### src/rtl/mem_access_stage.sv
// Memory stage of the RV64 pipeline. It takes an EX/MEM entry and, for loads
// and stores, drives one data-bus transaction. Load data is aligned and then
// extended. The stage produces a registered MEM/WB entry.
// Ports:
//   clk, reset                  clock and synchronous active-low reset
//   in_*                        EX/MEM entry with valid/ready handshake
//   dreq_*                      data bus request, held stable while BUSY
//   dresp_*                     data bus completion and raw read data
//   out_*                       MEM/WB entry with valid/ready handshake
//
// state | meaning
// IDLE  | no bus transaction; may accept an entry when the output slot frees
// BUSY  | aligned load/store latched; dreq_valid high until dresp_data_ok
module mem_access_stage #(
   parameter int XLEN   = 64,
   parameter int ADDR_W = 64
) (
   input  logic              clk,
   input  logic              reset,
   input  logic              in_valid,
   output logic              in_ready,
   input  logic [XLEN-1:0]   in_alu_result,
   input  logic [XLEN-1:0]   in_store_data,
   input  logic [1:0]        in_mem_op,
   input  logic [1:0]        in_mem_size,
   input  logic              in_mem_unsigned,
   input  logic [4:0]        in_reg_dest_addr,
   input  logic              in_reg_write_enable,
   input  logic [31:0]       in_inst,
   input  logic [ADDR_W-1:0] in_inst_pc,
   output logic              dreq_valid,
   output logic [ADDR_W-1:0] dreq_addr,
   output logic [1:0]        dreq_size,
   output logic [7:0]        dreq_strobe,
   output logic [XLEN-1:0]   dreq_data,
   input  logic              dresp_data_ok,
   input  logic [XLEN-1:0]   dresp_data,
   output logic              out_valid,
   input  logic              out_ready,
   output logic [XLEN-1:0]   out_reg_write_data,
   output logic [4:0]        out_reg_dest_addr,
   output logic              out_reg_write_enable,
   output logic [31:0]       out_inst,
   output logic [ADDR_W-1:0] out_inst_pc,
   output logic              out_misalign
);

   typedef enum logic {IDLE, BUSY} state_t;

   state_t              state_q, state_d;
   logic [ADDR_W-1:0]   addr_q, addr_d;
   logic [XLEN-1:0]     sdata_q, sdata_d;
   logic [1:0]          size_q, size_d;
   logic                uns_q, uns_d;
   logic                store_q, store_d;
   logic [4:0]          rd_q, rd_d;
   logic                we_q, we_d;
   logic [31:0]         inst_q, inst_d;
   logic [ADDR_W-1:0]   pc_q, pc_d;

   logic                ov_q, ov_d;
   logic [XLEN-1:0]     owd_q, owd_d;
   logic [4:0]          ord_q, ord_d;
   logic                owe_q, owe_d;
   logic [31:0]         oinst_q, oinst_d;
   logic [ADDR_W-1:0]   opc_q, opc_d;
   logic                omis_q, omis_d;

   logic                is_mem, misalign, accept;
   logic [7:0]          size_mask;
   logic [XLEN-1:0]     rd_shift, load_val;

   assign in_ready = (state_q == IDLE) && (!ov_q || out_ready);
   assign accept   = in_valid && in_ready;
   assign is_mem   = (in_mem_op == 2'b01) || (in_mem_op == 2'b10);

   always_comb begin
      misalign = 1'b0;
      case (in_mem_size)
         2'd0:    misalign = 1'b0;
         2'd1:    misalign = in_alu_result[0];
         2'd2:    misalign = |in_alu_result[1:0];
         default: misalign = |in_alu_result[2:0];
      endcase
   end

   always_comb begin
      size_mask = 8'hFF;
      case (size_q)
         2'd0:    size_mask = 8'h01;
         2'd1:    size_mask = 8'h03;
         2'd2:    size_mask = 8'h0F;
         default: size_mask = 8'hFF;
      endcase
   end

   // Read data arrives 8-byte aligned; bring the addressed lane down to bit 0.
   assign rd_shift = dresp_data >> {addr_q[2:0], 3'b000};

   always_comb begin
      load_val = rd_shift;
      case (size_q)
         2'd0:    load_val = {{(XLEN-8){!uns_q && rd_shift[7]}}, rd_shift[7:0]};
         2'd1:    load_val = {{(XLEN-16){!uns_q && rd_shift[15]}}, rd_shift[15:0]};
         2'd2:    load_val = {{(XLEN-32){!uns_q && rd_shift[31]}}, rd_shift[31:0]};
         default: load_val = rd_shift;
      endcase
   end

   assign dreq_valid  = (state_q == BUSY);
   assign dreq_addr   = addr_q;
   assign dreq_size   = size_q;
   assign dreq_strobe = store_q ? (size_mask << addr_q[2:0]) : 8'h00;
   assign dreq_data   = store_q ? (sdata_q << {addr_q[2:0], 3'b000}) : '0;

   always_comb begin
      state_d = state_q;
      addr_d  = addr_q;
      sdata_d = sdata_q;
      size_d  = size_q;
      uns_d   = uns_q;
      store_d = store_q;
      rd_d    = rd_q;
      we_d    = we_q;
      inst_d  = inst_q;
      pc_d    = pc_q;
      ov_d    = ov_q && !out_ready;
      owd_d   = owd_q;
      ord_d   = ord_q;
      owe_d   = owe_q;
      oinst_d = oinst_q;
      opc_d   = opc_q;
      omis_d  = omis_q;
      case (state_q)
         IDLE: begin
            if (accept) begin
               if (!is_mem || misalign) begin
                  ov_d    = 1'b1;
                  ord_d   = in_reg_dest_addr;
                  oinst_d = in_inst;
                  opc_d   = in_inst_pc;
                  omis_d  = is_mem;
                  owe_d   = is_mem ? 1'b0 : in_reg_write_enable;
                  owd_d   = is_mem ? '0 : in_alu_result;
               end else begin
                  state_d = BUSY;
                  addr_d  = in_alu_result[ADDR_W-1:0];
                  sdata_d = in_store_data;
                  size_d  = in_mem_size;
                  uns_d   = in_mem_unsigned;
                  store_d = (in_mem_op == 2'b10);
                  rd_d    = in_reg_dest_addr;
                  we_d    = in_reg_write_enable;
                  inst_d  = in_inst;
                  pc_d    = in_inst_pc;
               end
            end
         end
         BUSY: begin
            // The output slot was freed when this entry was accepted.
            if (dresp_data_ok) begin
               state_d = IDLE;
               ov_d    = 1'b1;
               owd_d   = store_q ? '0 : load_val;
               ord_d   = rd_q;
               owe_d   = we_q;
               oinst_d = inst_q;
               opc_d   = pc_q;
               omis_d  = 1'b0;
            end
         end
         default: state_d = IDLE;
      endcase
   end

   always_ff @(posedge clk) begin
      if (!reset) begin
         state_q <= IDLE;
         addr_q  <= '0;
         sdata_q <= '0;
         size_q  <= '0;
         uns_q   <= 1'b0;
         store_q <= 1'b0;
         rd_q    <= '0;
         we_q    <= 1'b0;
         inst_q  <= '0;
         pc_q    <= '0;
         ov_q    <= 1'b0;
         owd_q   <= '0;
         ord_q   <= '0;
         owe_q   <= 1'b0;
         oinst_q <= '0;
         opc_q   <= '0;
         omis_q  <= 1'b0;
      end else begin
         state_q <= state_d;
         addr_q  <= addr_d;
         sdata_q <= sdata_d;
         size_q  <= size_d;
         uns_q   <= uns_d;
         store_q <= store_d;
         rd_q    <= rd_d;
         we_q    <= we_d;
         inst_q  <= inst_d;
         pc_q    <= pc_d;
         ov_q    <= ov_d;
         owd_q   <= owd_d;
         ord_q   <= ord_d;
         owe_q   <= owe_d;
         oinst_q <= oinst_d;
         opc_q   <= opc_d;
         omis_q  <= omis_d;
      end
   end

   assign out_valid            = ov_q;
   assign out_reg_write_data   = owd_q;
   assign out_reg_dest_addr    = ord_q;
   assign out_reg_write_enable = owe_q;
   assign out_inst             = oinst_q;
   assign out_inst_pc          = opc_q;
   assign out_misalign         = omis_q;

endmodule

### config.mk
export PLATFORM = sky130hd
export DESIGN_NAME = mem_access_stage
export DESIGN_NICKNAME = d
export VERILOG_FILES = /design/src/rtl/mem_access_stage.sv
export SDC_FILE = /design/constraint.sdc
export NUM_CORES = 1
export LEC_CHECK = 0
export ABC_AREA = 0
export CORE_AREA = 8 8 233 235
export CTS_CLUSTER_SIZE = 14
export DETAILED_ROUTE_END_ITERATION = 8
export DIE_AREA = 0 0 241 243
export PLACE_DENSITY = 0.69
export SLEW_MARGIN = 20
export SYNTH_ARGS = -nofsm -noshare
export SYNTH_HDL_FRONTEND = slang
export SYNTH_SLANG_ARGS = --single-unit
### constraint.sdc
create_clock -name clk -period 5.2 [get_ports clk]
set_clock_uncertainty 0.15 [all_clocks]
set_input_delay 0.78 -clock clk [delete_from_list [all_inputs] [get_ports clk]]
set_output_delay 0.78 -clock clk [all_outputs]
set_load 0.01 [all_outputs]
Yosys cells after proc, flatten, opt, wreduce, memory -nomap -nowiden
Cells that the tools add are included.
W data, S select, Z words.

cells by class
  bitwise operators = 2
  reduce and logical (&&, ||, !) cells = 19
  muxes and demuxes = 40
  shift-type cells = 3
  equality and inequality tests = 9

operators by type and width
  kind                  number
  $mux W64              9
  $pmux W64 S2          2
  $pmux W64 S3          1
  $mux W32              3
  $pmux W32 S2          1
  $shl A64 B6 Y64       1
  $shr A64 B6 Y64       1
  $pmux W8 S3           1
  $mux W5               3
  $mux W1               13
  $pmux W5 S2           1
  $mux W8               1
  $pmux W1 S2           4
  $shl A8 B3 Y8         1
  $eq A2 B1 Y1 const B  3
  $eq A2 B2 Y1 const B  3
  $logic_and A1 B1 Y1   6
  $reduce_and A3 Y1     2
  $logic_not A1 Y1      4
  $logic_not A2 Y1      2
  $ne A2 B2 Y1 const B  2
  $logic_or A1 B1 Y1    3
  $pmux W1 S3           1
  $reduce_or A3 Y1      1
  other kinds (3)       4

word-level totals
  input port bits = 304
  logic and storage cells = 90
  bits in registers = 403
  output and inout port bits = 308

Logic depth before layout (Yosys ltp)
Gate-level depths: netlist of the first run.

  depth after elaboration = 7
  depth in mapped cells = 10

Least setup slack after synthesis of the first run
No wires, ideal clock.

  path kind = reg-to-output
  start point = reg addr_q[0], in the netlist dreq_addr[0]
  end point = out dreq_strobe[5]
  data arrival time = 2.013 ns
  setup slack = 2.257 ns
  cell stages (with the launch flop) = 9
  path buffers = 6
  cells stage by stage = dfxtp_1 buf_4 buf_6 buf_2 buf_2 buf_2 buf_2 nor3_1 a211oi_1

on the way
  cells in the longest elaborated chain, start to end = 2

ends and longest elaborated chain
  item                    RTL line  source
  from (decl)             51        logic [ADDR_W-1:0] addr_q, addr_d;
  from (signal assigned)  197       addr_q <= addr_d;
  $shl A8 B3 Y8           113       assign dreq_strobe = store_q ? (size_mask << addr_q[2:0]) : 8'h00;
  $mux W8                 113
  to (decl)               34        output logic [7:0] dreq_strobe,

No other way between the ends.

Final worst setup path of the first run
  start point = reg addr_q[0], in the netlist dreq_addr[0]
  end point = out dreq_data[56]

on the way
  cells in the longest elaborated chain, start to end = 2

ends and longest elaborated chain
  item             RTL line  source
  $shl A64 B6 Y64  114       assign dreq_data = store_q ? (sdata_q << {addr_q[2:0], 3'b000}) : '0;
  $mux W64         114
  to (decl)        35        output logic [XLEN-1:0] dreq_data,

No other way between the ends.

==> summary.txt, run 1 <==
Status
  – Outcome: finished, final reports clean

Yosys
  – Mapped cell area: 0.0197 sq mm
  – Top FF cell, synth: dfxtp_1
  – Seq cells post-synth: 403
  – Post-synth ARST share: 0%
  – Sequential-to-total area share from yosys stat: 40.9%
  – Cell variety after synth: 57
  – Mapped Nets: 2732
  – Ys Warns: 0
  – Post-Syn Area per Cell: 8.12 sq um
  – Mapped Cells: 2427
  – Post-synth EDFFs: 0

Drt
  – DR pass1 iterations: 7
  – Routed WL per cell: 24.3 um
  – DRC: 0
  – WL final: 87.7 mm
  – Detail Route Antenna Nets: 0
  – Drt via density: 5.70
  – Drt initial violations: 1958
  – Vias post-DR: 20546

Final layout
  – Non-Filler Instances: 3606
  – Fillers: 4694
  – Share of cells above drive strength 1: 6.65%
  – # nets final: 3188
  – Area delta synth->final: 40.4%

Clocking
  – CTS tree: built
  – Clock root buffer: clkbuf_16
  – H-tree depth: 2
  – Post-CTS setup buffer count: 0
  – Post-CTS Resized: 0
  – Clock latency on the worst-skew pair: 0.57 ns
  – CTS Buf Count: 46
  – Worst-path clk slew: 0.06 ns
  – Max Root-Sink Buffers: 3
  – CTS sink cnt: 403
  – CTS Hold Bufs: 0

Hold path
  – Worst hold path class: reg -> reg

Global routing
  – First-pass GRT wire length: 127 mm
  – GRT Resource Usage Total: 28.1%
  – Remaining Overflow, GRT: 0
  – Largest net degree at the start of global routing: 146
  – Antenna violations before repair: 11
  – Number of global-route vias before repair: 19924

Placement
  – DPL Wire Length: 64.1 mm
  – IO buf count: 611
  – RePlAce Congestion: 0.957
  – Post-Place Cells: 3515

Floorplanning
  – Site Rows: 83
  – I/O pins: 612
  – Core Region: 0.0507 sq mm
  – Die area: 0.0586 sq mm
  – Die width: 241 um
  – Die Y-Extent: 243 um
  – Initial core utilization: 38.9%

Setup path
  – CP max FO: 58
  – Data required, critical path: 4.27 ns
  – Critical path class: reg -> out
  – Critical Path AT: 3.40 ns
  – Endpoint class of the critical path: primary output
  – Startpoint Class: flop

STA
  – Worst Tran Pin Value: 1.02 ns
  – Tcrit/Tclk final: 83.3%
  – RSZ-0062 raised after global routing: false
  – F_max: 231 MHz
  – Final setup fails: 0
  – Fin. Hold Viols: 0
  – Total Neg Setup Slack: 0 ns
  – Slew Limit Fails: 0
  – Slew HR: 32.0%
  – Final Critical Period: 4.33 ns

Power
  – Total Power: 0.00861 W
  – Maximum vdd ir drop: 233 uV
  – Total leakage power: 9.33 nW
  – Power density over the cells: 311 mW/mm^2

Job
  – Maxcap violations: 0
## placed cells by master, fill, tap and decap left out, types with 16 or more instances in the layout
| master | Yosys | final |
|---|---|---|
| clkdlybuf4s50_1 | 0 | 610 |
| nand2_1 | 577 | 577 |
| dfxtp_1 | 403 | 399 |
| a21oi_1 | 313 | 313 |
| mux2i_1 | 198 | 198 |
| nor2_1 | 169 | 168 |
| a211oi_1 | 131 | 131 |
| clkbuf_16 | 0 | 48 |
| o211ai_1 | 39 | 39 |
| o21ai_0 | 39 | 39 |
| nand4_1 | 35 | 35 |
| mux2_2 | 33 | 33 |
| nor2b_1 | 30 | 29 |
| o41ai_1 | 25 | 25 |
| buf_4 | 4 | 25 |
| and2_1 | 19 | 17 |
| mux4_2 | 16 | 16 |
| o2111ai_1 | 16 | 16 |
## cell type report
type	instances	area, sq um	share of cell area (%)
Timing Repair Buffer	645	6490	23.4
Clock buffer	62	1300	4.71
Inverter	6	30.0	0.109
Clock inverter	22	234	0.846
Tap cell	680	851	3.07
Antenna cell	7	17.5	0.0633
Multi-Input combinational cell	1781	10700	38.6
Sequential cell	403	8080	29.2
## through the flow
step	setup slack (ns)	utilization (%)	cell area [sq um]	hold WS [ns]
after floorplan	2.26	-	19700	0.283
after global placement	1.21	51.5	26100	0.291
after detailed placement	1.19	51.5	26100	0.297
after CTS	0.902	54.6	27600	0.304
after global routing	0.747	54.6	27700	0.321
final	0.866	54.6	27700	0.302
## report_power, final
part           switching [W]  total [W]  internal, W
Sequential          0.000157    0.00346      0.00330
Combinational       0.000977    0.00181     0.000831
Clock                0.00137    0.00334      0.00197
Total                0.00251    0.00861      0.00610
## critical path: stages, from the launching register on
cell	delay [ns]
dfxtp_4	0.90
buf_4	0.43
mux2_2	0.23
nor2_1	0.04
a21oi_1	0.31
mux2i_1	0.12
nor2b_1	0.18
clkdlybuf4s50_1	0.57
## flip-flops by register name, indices dropped and copies added (netlist names), 2 cells and up
signal and count:
dreq_addr 64, dreq_size 2, inst_q 32, out_inst 32
out_inst_pc 64, out_reg_dest_addr 5, out_reg_write_data 64, pc_q 64
rd_q 5, sdata_q 64
## path summary, 6_finish.rpt
path	slack [ns]	to	cells past startpoint	from
worst max-delay path	0.87	dreq_data[56]	7	dreq_addr[0]$_SDFFE_PN0P_
worst min-delay path	0.30	dreq_addr[23]$_SDFFE_PN0P_	2	dreq_addr[23]$_SDFFE_PN0P_
worst max register to register	1.38	out_reg_write_data[10]$_SDFFE_PN0P_	6	dreq_addr[0]$_SDFFE_PN0P_
worst min register to register	0.30	dreq_addr[23]$_SDFFE_PN0P_	2	dreq_addr[23]$_SDFFE_PN0P_
## cell usage after synthesis (3+ instances only)
master / instances / area share, %
nand2_1: 577 / 11
dfxtp_1: 403 / 41
a21oi_1: 313 / 8.0
mux2i_1: 198 / 10
nor2_1: 169 / 3.2
clkbuf_1: 156 / 3.0
a211oi_1: 131 / 5.0
buf_2: 60 / 1.5
o211ai_1: 39 / 1.5
o21ai_0: 39 / 0.99
nand4_1: 35 / 1.1
mux2_2: 33 / 1.9
nor2b_1: 30 / 0.95
o41ai_1: 25 / 1.1
and2_1: 19 / 0.60
buf_1: 16 / 0.30
mux4_2: 16 / 1.8
o2111ai_1: 16 / 0.71
a221oi_1: 15 / 0.67
and3_1: 15 / 0.48
o221ai_1: 11 / 0.49
o22ai_1: 10 / 0.32
a21boi_0: 8 / 0.30
a211oi_2: 7 / 0.44
nand2b_1: 7 / 0.22
nand3_1: 7 / 0.18
o32ai_1: 7 / 0.31
nor3_1: 6 / 0.15
a2111oi_2: 5 / 0.38
a221o_1: 4 / 0.20
a222oi_1: 4 / 0.20
a22oi_1: 4 / 0.15
a311oi_1: 4 / 0.18
buf_4: 4 / 0.15
and3b_1: 3 / 0.13
inv_1: 3 / 0.057
or2_2: 3 / 0.095
## kinds of logic after synthesis
family                   Yosys count  share of synthesized area (%)
adder cells (fa/ha/maj)            1                         0.0635
buffers and inverters            243                           5.12
AND/OR/NAND/NOR                  877                           18.4
multiplexers                     247                           13.8
flip-flops                       403                           40.9
AO/OA/AOI/OAI                    656                           21.7
## per-layer routing
| layer | routed length, um | part of all wire [%] | global-route usage [%] |
|---|---|---|---|
| met1 | 34700 | 40 | 34.8 |
| met2 | 40400 | 46 | 45.3 |
| met3 | 8660 | 9.9 | 7.48 |
| met4 | 3950 | 4.5 | 12.3 |
| met5 | 36 | 0.041 | 0 |
Note: power is estimated with default switching activity, not from simulation.
==> run 2, diff against run 1 <==
- CORE_AREA: 8 8 233 235 -> 8 8 230 232
- DIE_AREA: 0 0 241 243 -> 0 0 238 240
- PLACE_DENSITY: 0.69 -> 0.73
- clock period: 5.2 -> 3.9 ns (I/O delays scaled with it)
==> run 2 against run 1 <==
- routed wire length up 0.81%
- sequential share of layout area down 0.16 points
- critical path depth down 1
- clock power up 37%
- combinational power up 34%
- sequential power up 33%
- via count up 0.36%
- utilization up 1.7 points
- critical endpoint is now dreq_data[55]
- largest cell class unchanged
==> summary.txt, run 2 (synthesis results as in run 1) <==
STA
  – Slew HR: 38.9% (+6.9 points)
  – Final setup fails: 0 (unchanged)
  – Total Neg Setup Slack: 0 ns (unchanged)
  – F_max: 265 MHz
  – Slew Limit Fails: 0 (unchanged)
  – Final Critical Period: 3.78 ns
  – Tcrit/Tclk final: 96.9%
  – Worst Tran Pin Value: 0.913 ns (-0.107 ns)
  – Fin. Hold Viols: 0 (unchanged)
  – RSZ-0062 raised after global routing: false

Power
  – Power density over the cells: 417 mW/mm^2 (+34%)
  – Maximum vdd ir drop: 324 uV (+39%)
  – Clock group share of total power: 39.3% (+0.5 points)
  – Switching share of power: 29.2% (about the same)
  – P_sw: 0.00338 W (+35%)
  – Combinational Power Share: 20.9% (about the same)
  – Seq pwr share: 39.8% (-0.4 points)
  – Int Power: 0.00822 W (+35%)
  – Total leakage power: 9.41 nW (+0.88%)
  – Total Power: 0.0116 W (+35%)

Placement
  – IO buf count: 611 (unchanged)
  – Post-Place Cells: 3522 (+0.20%)
  – DPL Wire Length: 64.7 mm (+0.97%)
  – RePlAce Congestion: 0.984 (+2.9%)

Drt
  – Detail Route Antenna Nets: 0 (unchanged)
  – Drt via density: 5.71 (+0.16%)
  – DR pass1 iterations: 6 (-1)
  – WL final: 88.4 mm (+0.81%)
  – DRC: 0 (unchanged)
  – Drt initial violations: 2186 (+12%)
  – Vias post-DR: 20619 (+0.36%)
  – Routed WL per cell: 24.5 um (+0.62%)

Clocking
  – Clock root buffer: clkbuf_16
  – CTS sink cnt: 403 (unchanged)
  – CTS tree: built
  – Worst-path clk slew: 0.06 ns (about the same)
  – Clock latency on the worst-skew pair: 0.60 ns (+0.03 ns)
  – CTS Buf Count: 46 (unchanged)
  – Max Root-Sink Buffers: 3 (unchanged)
  – H-tree depth: 2 (unchanged)
  – Post-CTS setup buffer count: 0 (unchanged)

Setup path
  – Critical path class: reg -> out
  – CP max FO: 41 (-29%)
  – Critical Path AT: 3.05 ns (-0.35 ns)
  – Endpoint class of the critical path: primary output
  – Data required, critical path: 3.16 ns (-1.11 ns)
  – Startpoint Class: flop

Hold path
  – Worst hold path class: reg -> reg

Final layout
  – Commonest cells after routing, fill and taps aside: 610 x clkdlybuf4s50_1, 577 x nand2_1, 399 x dfxtp_1, 313 x a21oi_1, 198 x mux2i_1
  – Non-Filler Instances: 3613 (+0.19%)
  – Commonest non-fill, non-tap cell in the layout: clkdlybuf4s50_1
  – # nets final: 3203 (+0.47%)
  – Share of cells above drive strength 1: 6.99% (+0.35 points)
  – Fillers: 4557 (-2.9%)
  – Area delta synth->final: 41.3%

Floorplanning
  – Die area: 0.0571 sq mm (-2.5%)
  – Die width: 238 um (-1.2%)
  – Core Region: 0.0495 sq mm (-2.4%)
  – I/O pins: 612 (unchanged)
  – Initial core utilization: 39.8% (+0.96 points)
  – Site Rows: 82 (-1.2%)
  – Die Y-Extent: 240 um (-1.2%)

Global routing
  – Met3 Resource Use GR: 9.53% (+2.1 points)
  – GR peak layer: met2
  – Met1 Track Usage GR: 34.9% (+0.16 points)
  – Antenna violations before repair: 12 (+1)
  – GRT Resource Usage Total: 29.2% (+1.2 points)
  – First-pass GRT wire length: 129 mm (+1.4%)
  – Remaining Overflow, GRT: 0 (unchanged)
  – Number of global-route vias before repair: 20157 (+1.2%)
  – Largest net degree at the start of global routing: 143 (-2.1%)
  – Met2 usage: 48.3% (+3.0 points)

Job
  – Maxcap violations: 0 (unchanged)

Status
  – Outcome: finished, final reports clean
[run 2: layout make-up]
cell class | instances | area (sq um) | share of cell area (%)
diodes | 10 | 25.0 | 0.0899
clock buffers | 60 | 1260 | 4.54
clock inverters | 21 | 312 | 1.12
inverters | 6 | 30.0 | 0.108
multi-input cells | 1781 | 10700 | 38.3
flip-flops and latches | 403 | 8080 | 29.0
well taps | 672 | 841 | 3.02
repair buffers | 660 | 6620 | 23.8
[run 2: critical path, stage by stage (launching register included)]
cell             delay (ns)
dfxtp_4                0.74
buf_12                 0.28
mux2i_1                0.12
o22ai_1                0.26
nand2_1                0.08
a21boi_0               0.32
clkdlybuf4s50_1        0.62
[run 2: final timing paths]
check | startpoint | endpoint | slack, ns | depth (start not counted)
setup / recovery | dreq_addr[0]$_SDFFE_PN0P_ | dreq_data[55] | 0.12 | 6
hold / removal | inst_q[14]$_SDFFE_PN0P_ | inst_q[14]$_SDFFE_PN0P_ | 0.30 | 2
setup reg to reg | dreq_addr[0]$_SDFFE_PN0P_ | out_reg_write_data[11]$_SDFFE_PN0P_ | 0.78 | 5
hold reg to reg | inst_q[14]$_SDFFE_PN0P_ | inst_q[14]$_SDFFE_PN0P_ | 0.30 | 2
[run 2: timing repair]
action	CTS	global route
hold buffers	0	0
gates resized for setup	0	1
setup endpoints to repair	0	4
[run 2: routing by layer]
metal | routed length, um | part of all wire [%]
met2 | 41000 | 46
met4 | 3490 | 3.9
met5 | 67 | 0.076
met1 | 34900 | 39
met3 | 8990 | 10
[run 2: through the flow]
| step | worst slack (ns) | hold slack (ns) | utilization (%) | area [sq um] |
|---|---|---|---|---|
| global placement | 0.239 | 0.290 | 53.0 | 26200 |
| CTS | 0.129 | 0.304 | 56.2 | 27800 |
| finish | 0.120 | 0.301 | 56.3 | 27800 |
| floorplan | 1.15 | 0.283 | - | 19700 |
| global route | 0.00261 | 0.321 | 56.3 | 27800 |
| detailed placement | 0.222 | 0.296 | 53.0 | 26200 |
[run 2: power groups by stage]
| stage | registers, W | clock network [W] | logic [W] |
|---|---|---|---|
| global route | 0.00464 | 0.00480 | 0.00259 |
| finish | 0.00461 | 0.00456 | 0.00243 |
| detailed placement | 0.00469 | 0 | 0.00240 |
| floorplan | 0.00473 | 0 | 0.00108 |
| CTS | 0.00461 | 0.00464 | 0.00241 |
| global placement | 0.00468 | 0 | 0.00237 |
==> run 3, diff against run 2 <==
- SETUP_SLACK_MARGIN: not set -> 0.1
- TNS_END_PERCENT: not set -> 5
==> results of run 3 <==
The final DEF is identical to that of run 2. Status: finished, final reports clean.
